**config.mk**
```make
export PLATFORM = sky130hd
export DESIGN_NAME = fibonacci_index
export DESIGN_NICKNAME = d
export VERILOG_FILES = /design/src/rtl/fibonacci_index.sv
export SDC_FILE = /design/constraint.sdc
export NUM_CORES = 1
export LEC_CHECK = 0
export CORE_ASPECT_RATIO = 1.25
export CORE_MARGIN = 2
export CORE_UTILIZATION = 45
export DETAILED_ROUTE_END_ITERATION = 8
export PLACE_DENSITY = 0.61
export SLEW_MARGIN = 20
export SYNTH_ARGS = -nofsm -noshare
export SYNTH_HDL_FRONTEND = slang
export SYNTH_SLANG_ARGS = --single-unit
```
**constraint.sdc**
```tcl
create_clock -name clk -period 2.3 [get_ports clk]
set_input_delay 0.345 -clock clk [delete_from_list [all_inputs] [get_ports clk]]
set_output_delay 0.345 -clock clk [all_outputs]
set_load 0.02 [all_outputs]
```
**src/rtl/fibonacci_index.sv**
```systemverilog
// Fibonacci index search: walks F(0), F(1), ... until it reaches or passes the
// latched value, then reports whether the value is a Fibonacci number and the
// matching index, or the index of the largest Fibonacci number below it.
// Optional feature macro: FIB_IDX_ABORT_EN adds an 'abort' input that cancels
// a running search.
module fibonacci_index #(
    parameter int unsigned WIDTH = 8
) (
    input  logic             clk,
    input  logic             rst,
    input  logic             start,
`ifdef FIB_IDX_ABORT_EN
    input  logic             abort,
`endif
    input  logic [WIDTH-1:0] value,
    output logic             busy,
    output logic             done,
    output logic             is_fib,
    output logic [WIDTH-1:0] index
);

    // Two spare bits keep a/b from wrapping before a passes any WIDTH-bit value.
    localparam int unsigned AW = WIDTH + 2;

    typedef enum logic [1:0] {
        StIdle,
        StSearch,
        StDone
    } state_e;

    state_e            state_q, state_d;
    logic [WIDTH-1:0]  value_q, value_d;
    logic [AW-1:0]     a_q, a_d;
    logic [AW-1:0]     b_q, b_d;
    logic [WIDTH-1:0]  idx_q, idx_d;
    logic              is_fib_q, is_fib_d;
    logic [WIDTH-1:0]  index_q, index_d;

    logic [AW-1:0]     value_ext;

    assign value_ext = {2'b00, value_q};

    // Next-state and datapath update; everything holds by default.
    always_comb begin
        state_d  = state_q;
        value_d  = value_q;
        a_d      = a_q;
        b_d      = b_q;
        idx_d    = idx_q;
        is_fib_d = is_fib_q;
        index_d  = index_q;

        case (state_q)
            StIdle: begin
                if (start) begin
                    value_d = value;
                    a_d     = '0;
                    b_d     = {{(AW-1){1'b0}}, 1'b1};
                    idx_d   = '0;
                    state_d = StSearch;
                end
            end
            StSearch: begin
`ifdef FIB_IDX_ABORT_EN
                if (abort) begin
                    is_fib_d = 1'b0;
                    index_d  = '0;
                    state_d  = StIdle;
                end else
`endif
                if (a_q == value_ext) begin
                    is_fib_d = 1'b1;
                    index_d  = idx_q;
                    state_d  = StDone;
                end else if (a_q > value_ext) begin
                    // a starts at 0, so it can only overshoot once idx >= 1.
                    is_fib_d = 1'b0;
                    index_d  = idx_q - {{(WIDTH-1){1'b0}}, 1'b1};
                    state_d  = StDone;
                end else begin
                    a_d   = b_q;
                    b_d   = a_q + b_q;
                    idx_d = idx_q + {{(WIDTH-1){1'b0}}, 1'b1};
                end
            end
            StDone: begin
                state_d = StIdle;
            end
            default: begin
                state_d = StIdle;
            end
        endcase
    end

    // State and datapath registers with asynchronous active-low clear.
    always_ff @(posedge clk or negedge rst) begin
        if (!rst) begin
            state_q  <= StIdle;
            value_q  <= '0;
            a_q      <= '0;
            b_q      <= '0;
            idx_q    <= '0;
            is_fib_q <= 1'b0;
            index_q  <= '0;
        end else begin
            state_q  <= state_d;
            value_q  <= value_d;
            a_q      <= a_d;
            b_q      <= b_d;
            idx_q    <= idx_d;
            is_fib_q <= is_fib_d;
            index_q  <= index_d;
        end
    end

    // Status outputs decoded from the state register.
    always_comb begin
        busy   = (state_q != StIdle);
        done   = (state_q == StDone);
        is_fib = is_fib_q;
        index  = index_q;
    end

endmodule

```
## Yosys cells after proc, flatten, opt, wreduce, memory -nomap -nowiden

Cells that the tools add are included.

| cells by class | value |
|---|---|
| add/subtract/negate cells | 3 |
| equality and inequality tests | 7 |
| reduce and logical (&&, ||, !) cells | 8 |
| order comparisons | 1 |
| muxes and demuxes | 20 |

Operators with widths:

| operator | number |
|---|---|
| $mux 10 | 6 |
| $mux 8 | 5 |
| $pmux 10 s2 | 2 |
| $pmux 8 s2 | 1 |
| $add 10x10->10 | 1 |
| $eq 10x8->1 | 1 |
| $gt 10x8->1 | 1 |
| $add 8x1->8 const B | 1 |
| $sub 8x1->8 const B | 1 |
| $mux 2 | 3 |
| $ne 2x2->1 const B | 3 |
| $reduce_and 2->1 | 3 |
| $reduce_bool 2->1 | 3 |
| $pmux 2 s2 | 1 |
| $reduce_and 4->1 | 1 |
| $ne 3x3->1 const B | 1 |
| $eq 2x1->1 const B | 1 |
| $eq 2x2->1 const B | 1 |
| $logic_not 2->1 | 1 |
| $mux 1 | 2 |

| storage, ports and cells | value |
|---|---|
| output and inout bits | 11 |
| bits in registers | 47 |
| word-level logic and storage cells | 46 |
| input bits | 11 |

## Logic depth before layout (Yosys ltp)

| depth | value |
|---|---|
| depth after elaboration | 4 |
| mapped depth | 9 |
| depth with buffers taken out | 9 |

## Least setup slack after synthesis

OpenSTA, ideal clock, no wires.

| timing | value |
|---|---|
| path type | register to register |
| start | reg a_q[3] |
| end | reg index_q[0] (netlist: index[0]) |
| path buffers | 1 |
| path slack | 0.174 ns |
| setup time | 0.125 ns |
| clock period less this slack | 2.126 ns |
| data arrival time | 2.001 ns |
| data required time | 2.175 ns |
| stages on the path, launching flop included | 7 |
| cells stage by stage | dfrtp_1 ha_1 nand4_1 or4_4 buf_6 a21oi_4 mux2_2 |

| between the ends | value |
|---|---|
| word-level cells in the longest chain between the ends | 3 |
| elaborated cells on any way between the ends | 5 |
| those cells by class | 1 x order compare; 1 x eq/ne; 1 x mux; 2 x reduce/logical |

Ends and longest elaborated chain:

| item | RTL line | RTL |
|---|---|---|
| start: declaration | 33 | `logic [AW-1:0] a_q, a_d;` |
| start signal: assignment | 100 | `a_q <= '0;` |
| start signal: assignment | 108 | `a_q <= a_d;` |
| $gt 10x8->1 / $eq 10x8->1 (equally long branches) | 75, 71 |  |
| $reduce_bool 2->1 (no source line) | - |  |
| $reduce_and 2->1 (no source line) | - |  |
| end signal: assignment | 112 | `index_q <= index_d;` |
| end: declaration | 37 | `logic [WIDTH-1:0] index_q, index_d;` |

Several ways; a longest one is shown, not always the timed one.
A chain may end at the register's enable or synchronous reset.

## Worst setup path in the final report

| timing | value |
|---|---|
| start | reg a_q[1] |
| end | reg idx_q[4] |

| between the ends | value |
|---|---|
| word-level cells in the longest chain between the ends | 3 |
| elaborated cells on any way between the ends | 5 |
| those cells by class | 1 x order compare; 3 x eq/ne; 1 x reduce/logical |

Ends and longest elaborated chain:

| item | RTL line | RTL |
|---|---|---|
| $gt 10x8->1 / $eq 10x8->1 (equally long branches) | 75, 71 |  |
| $ne 2x2->1 (no source line) | - |  |
| $reduce_and 4->1 (no source line) * | - |  |
| end signal: assignment | 110 | `idx_q <= idx_d;` |
| end: declaration | 35 | `logic [WIDTH-1:0] idx_q, idx_d;` |

Every way passes the cells marked *; elsewhere a longest branch is shown, timed or not.

==> impl_metrics.tcl <==
set metrics [dict create \
    core_um2 5820 \
    critPathKind "reg -> reg" \
    rsz0062_at_grt "no" \
    cts_made_buffers 5 \
    first_global_vias 2082 \
    gp_congestion 0.862 \
    die_w_um 73.4 \
    r2r-start "a_q[1]" \
    drt_pass1_iterations 4 \
    synth-edff-count 0 \
    die_h_um 90.8 \
    dp.cells 377 \
    clock_path_buffers 2 \
    ys_types 49 \
    pre_cts_ws_ns 0.114 \
    postLayoutCellArea_um2 3110 \
    power_density_nw_per_um2 1400 \
    relSlewSlack 0.658 \
    rows 31 \
    outcome "finished, final reports clean" \
    antenna_found_initial 0 \
    ys_ff_latch 47 \
    routed-via-count 2059 \
    crit_slowest_cell "or4_4" \
    drt-initial-drc-count 74 \
    initial_core_util 0.466 \
    setup_viol 0 \
    io_buffers 21 \
    cp_cell_sequence "ha_1 > nand2_1 > or4_4 > and3_4 > a21o_1 > a21o_1" \
    synth_ff_type "dfrtp_1" \
    max_stage_delay_ns 0.60 \
    synth_area_um2 2710 \
    synthToLayoutAreaGrowth_pct 14.5 \
    cellLeakagePower_uw 0.00145 \
    die_area_um2 6670 \
    cts_resized 0 \
    fin_skew_ns 0.0108 \
    clkLatencyLatePin_ns 0.30 \
    reg2reg_to "idx_q[4]" \
    htree_levels 2 \
    drive_above_1_share 0.101 \
    hp-class "in -> async" \
    yosysWarningCount 0 \
    worstMarginPinSlew_ns 0.513 \
    slew_viol_final 0 \
    reg2reg_depth 6 \
    dp_hpwl_um 4170 \
    synth_cells 293 \
    cts_hold_buffers 0 \
    maxCapViolations 0 \
    wl_um 5600 \
    antenna_cells 0 \
    tritoncts "done" \
    fmax_ghz 0.467 \
    final_hold_viol_count 0 \
    cp.arrival_ns 2.35 \
    async_flop_share 1.00 \
    cp_common_cell "a21o_1" \
    ys_seq_area_frac 0.434 \
    grt_remaining_overflow 0 \
    nets 349 \
    cts_sinks 47 \
    setup-tns-final_ns 0 \
    grt_max_degree 28 \
    period_share 0.931 \
    ir_worst_vdd_mv 0.543 \
    ioPinCount 22 \
    timing.final.ws_setup_ns 0.158 \
    crit_path_start "a_q[1]" \
    drc_errors 0 \
    dpl_cell_area_um2 3010 \
    fin_hold_ws_ns 0.00371 \
    post_cts_buffers 0 \
    ant_nets 0 \
    grt_usage 0.191 \
    cp-start-kind "flip-flop" \
    finalNonFillerCells 384 \
    vias_per_cell 5.36 \
    crit_path_end "idx_q[4]" \
    crit_path_end_kind "flip-flop" \
    r2r_slack_ns 0.16 \
    post_drt_wl_per_cell_um 14.6 \
    cts_root_buffer "clkbuf_8" \
    clkSlewWorstSetupHoldPaths_ns 0.09 \
    synth.avg_cell_area_um2 9.26 \
    crit_fanout 13 \
    syn_nets 324 \
    grt_first_pass_wirelength_um 10000 \
    fin_crit_ns 2.14 \
    crit_required_ns 2.50 \
    fillerInstances 545 \
]
cells in the mapped netlist, drive strengths merged, types with 3 or more instances:
master	number	area, um^2
nor2	19	71.3
nor3	5	25.0
ha	19	238
a31oi	4	40.0
dfrtp	47	1180
nor2b	3	18.8
inv	17	63.8
a21oi	13	87.6
buf	7	55.1
nand2	35	131
o21ai	32	164
xnor2	7	61.3
or3	3	18.8
xor2	6	52.6
a21o	5	37.5
nand2b	5	31.3
nand3	27	140
clkbuf	6	22.5
o21bai	3	22.5
o31ai	3	27.5
through the flow:
step	total power (uW)	util
floorplan	3170	-
global placement	3840	0.517
detailed placement	3870	0.517
CTS	4400	0.532
global route	4780	0.534
finish	4340	0.534
placed cells by master, fill, tap and decap left out, types with 5 or more instances in the layout:
cell type	instances
clkdlybuf4s50_1	20
nor3_1	5
a21oi_1	9
nand2_1	35
o21ai_0	31
ha_1	19
inv_1	17
clkbuf_8	6
buf_4	9
xnor2_1	7
nand3_1	26
dfrtp_1	47
nor2_1	19
xor2_1	6
a21o_1	5
nand2b_1	5
power by group:
| group | internal [uW] | total [uW] | switching (uW) | leakage, uW |
|---|---|---|---|---|
| combinational | 1050 | 2450 | 1400 | 0.000798 |
| sequential | 1140 | 1380 | 236 | 0.000601 |
| clock | 236 | 512 | 275 | 0.0000470 |
| total | 2430 | 4340 | 1910 | 0.00145 |
state kept, by name, summed over array words and instances (netlist names):
name / cells
state_q: 2
index: 8
is_fib: 1
idx_q: 8
a_q: 10
b_q: 10
value_q: 8
area by class of cell:
type,instances,area [um^2],area share
timing repair buffer,31,293,0.0943
multi-input combinational,216,1400,0.452
tap,66,82.6,0.0266
inverter,17,63.8,0.0205
clock buffer,6,82.6,0.0266
sequential,47,1180,0.379
clock inverter,1,5.00,0.00161
routing by layer:
layer / GRT usage / vias to the layer above / part of all wire
met1: 0.240 / 972 / 0.45
met3: 0.0368 / 6 / 0.021
li1: - / 1063 / -
met4: 0.0515 / 0 / 0.015
met2: 0.327 / 18 / 0.52
met5: 0 / - / 0
logic make-up (layout without fill, tap and decap cells):
| group | after synthesis | count (layout) | synth area share |
|---|---|---|---|
| compound gates | 67 | 67 | 0.161 |
| xor+xnor | 13 | 13 | 0.0420 |
| fa+ha+maj | 20 | 20 | 0.0950 |
| buf+inv | 30 | 55 | 0.0521 |
| flops | 47 | 47 | 0.434 |
| mux | 3 | 3 | 0.0120 |
| simple gates | 113 | 113 | 0.205 |
worst max-delay path, delay by kind of cell, from the launching register on:
family / cells / cell delay (ns)
compound gates: 2 / 0.33
fa+ha+maj: 1 / 0.31
flops: 1 / 0.44
simple gates: 3 / 0.96
how the worst min path moves through the flow:
| stage | startpoint | depth (start not counted) | to | slack (ns) |
|---|---|---|---|---|
| after floorplan | rst | 0 | a_q[0] | 0.05 |
| after global placement | rst | 1 | value_q[1] | 0.34 |
| after detailed placement | rst | 1 | value_q[1] | 0.36 |
| after CTS | rst | 1 | value_q[0] | 0.03 |
| after global routing | rst | 1 | value_q[0] | 0.04 |
| final | rst | 1 | a_q[4] | 0.004 |
No activity file was read; power rests on OpenSTA's default activity.
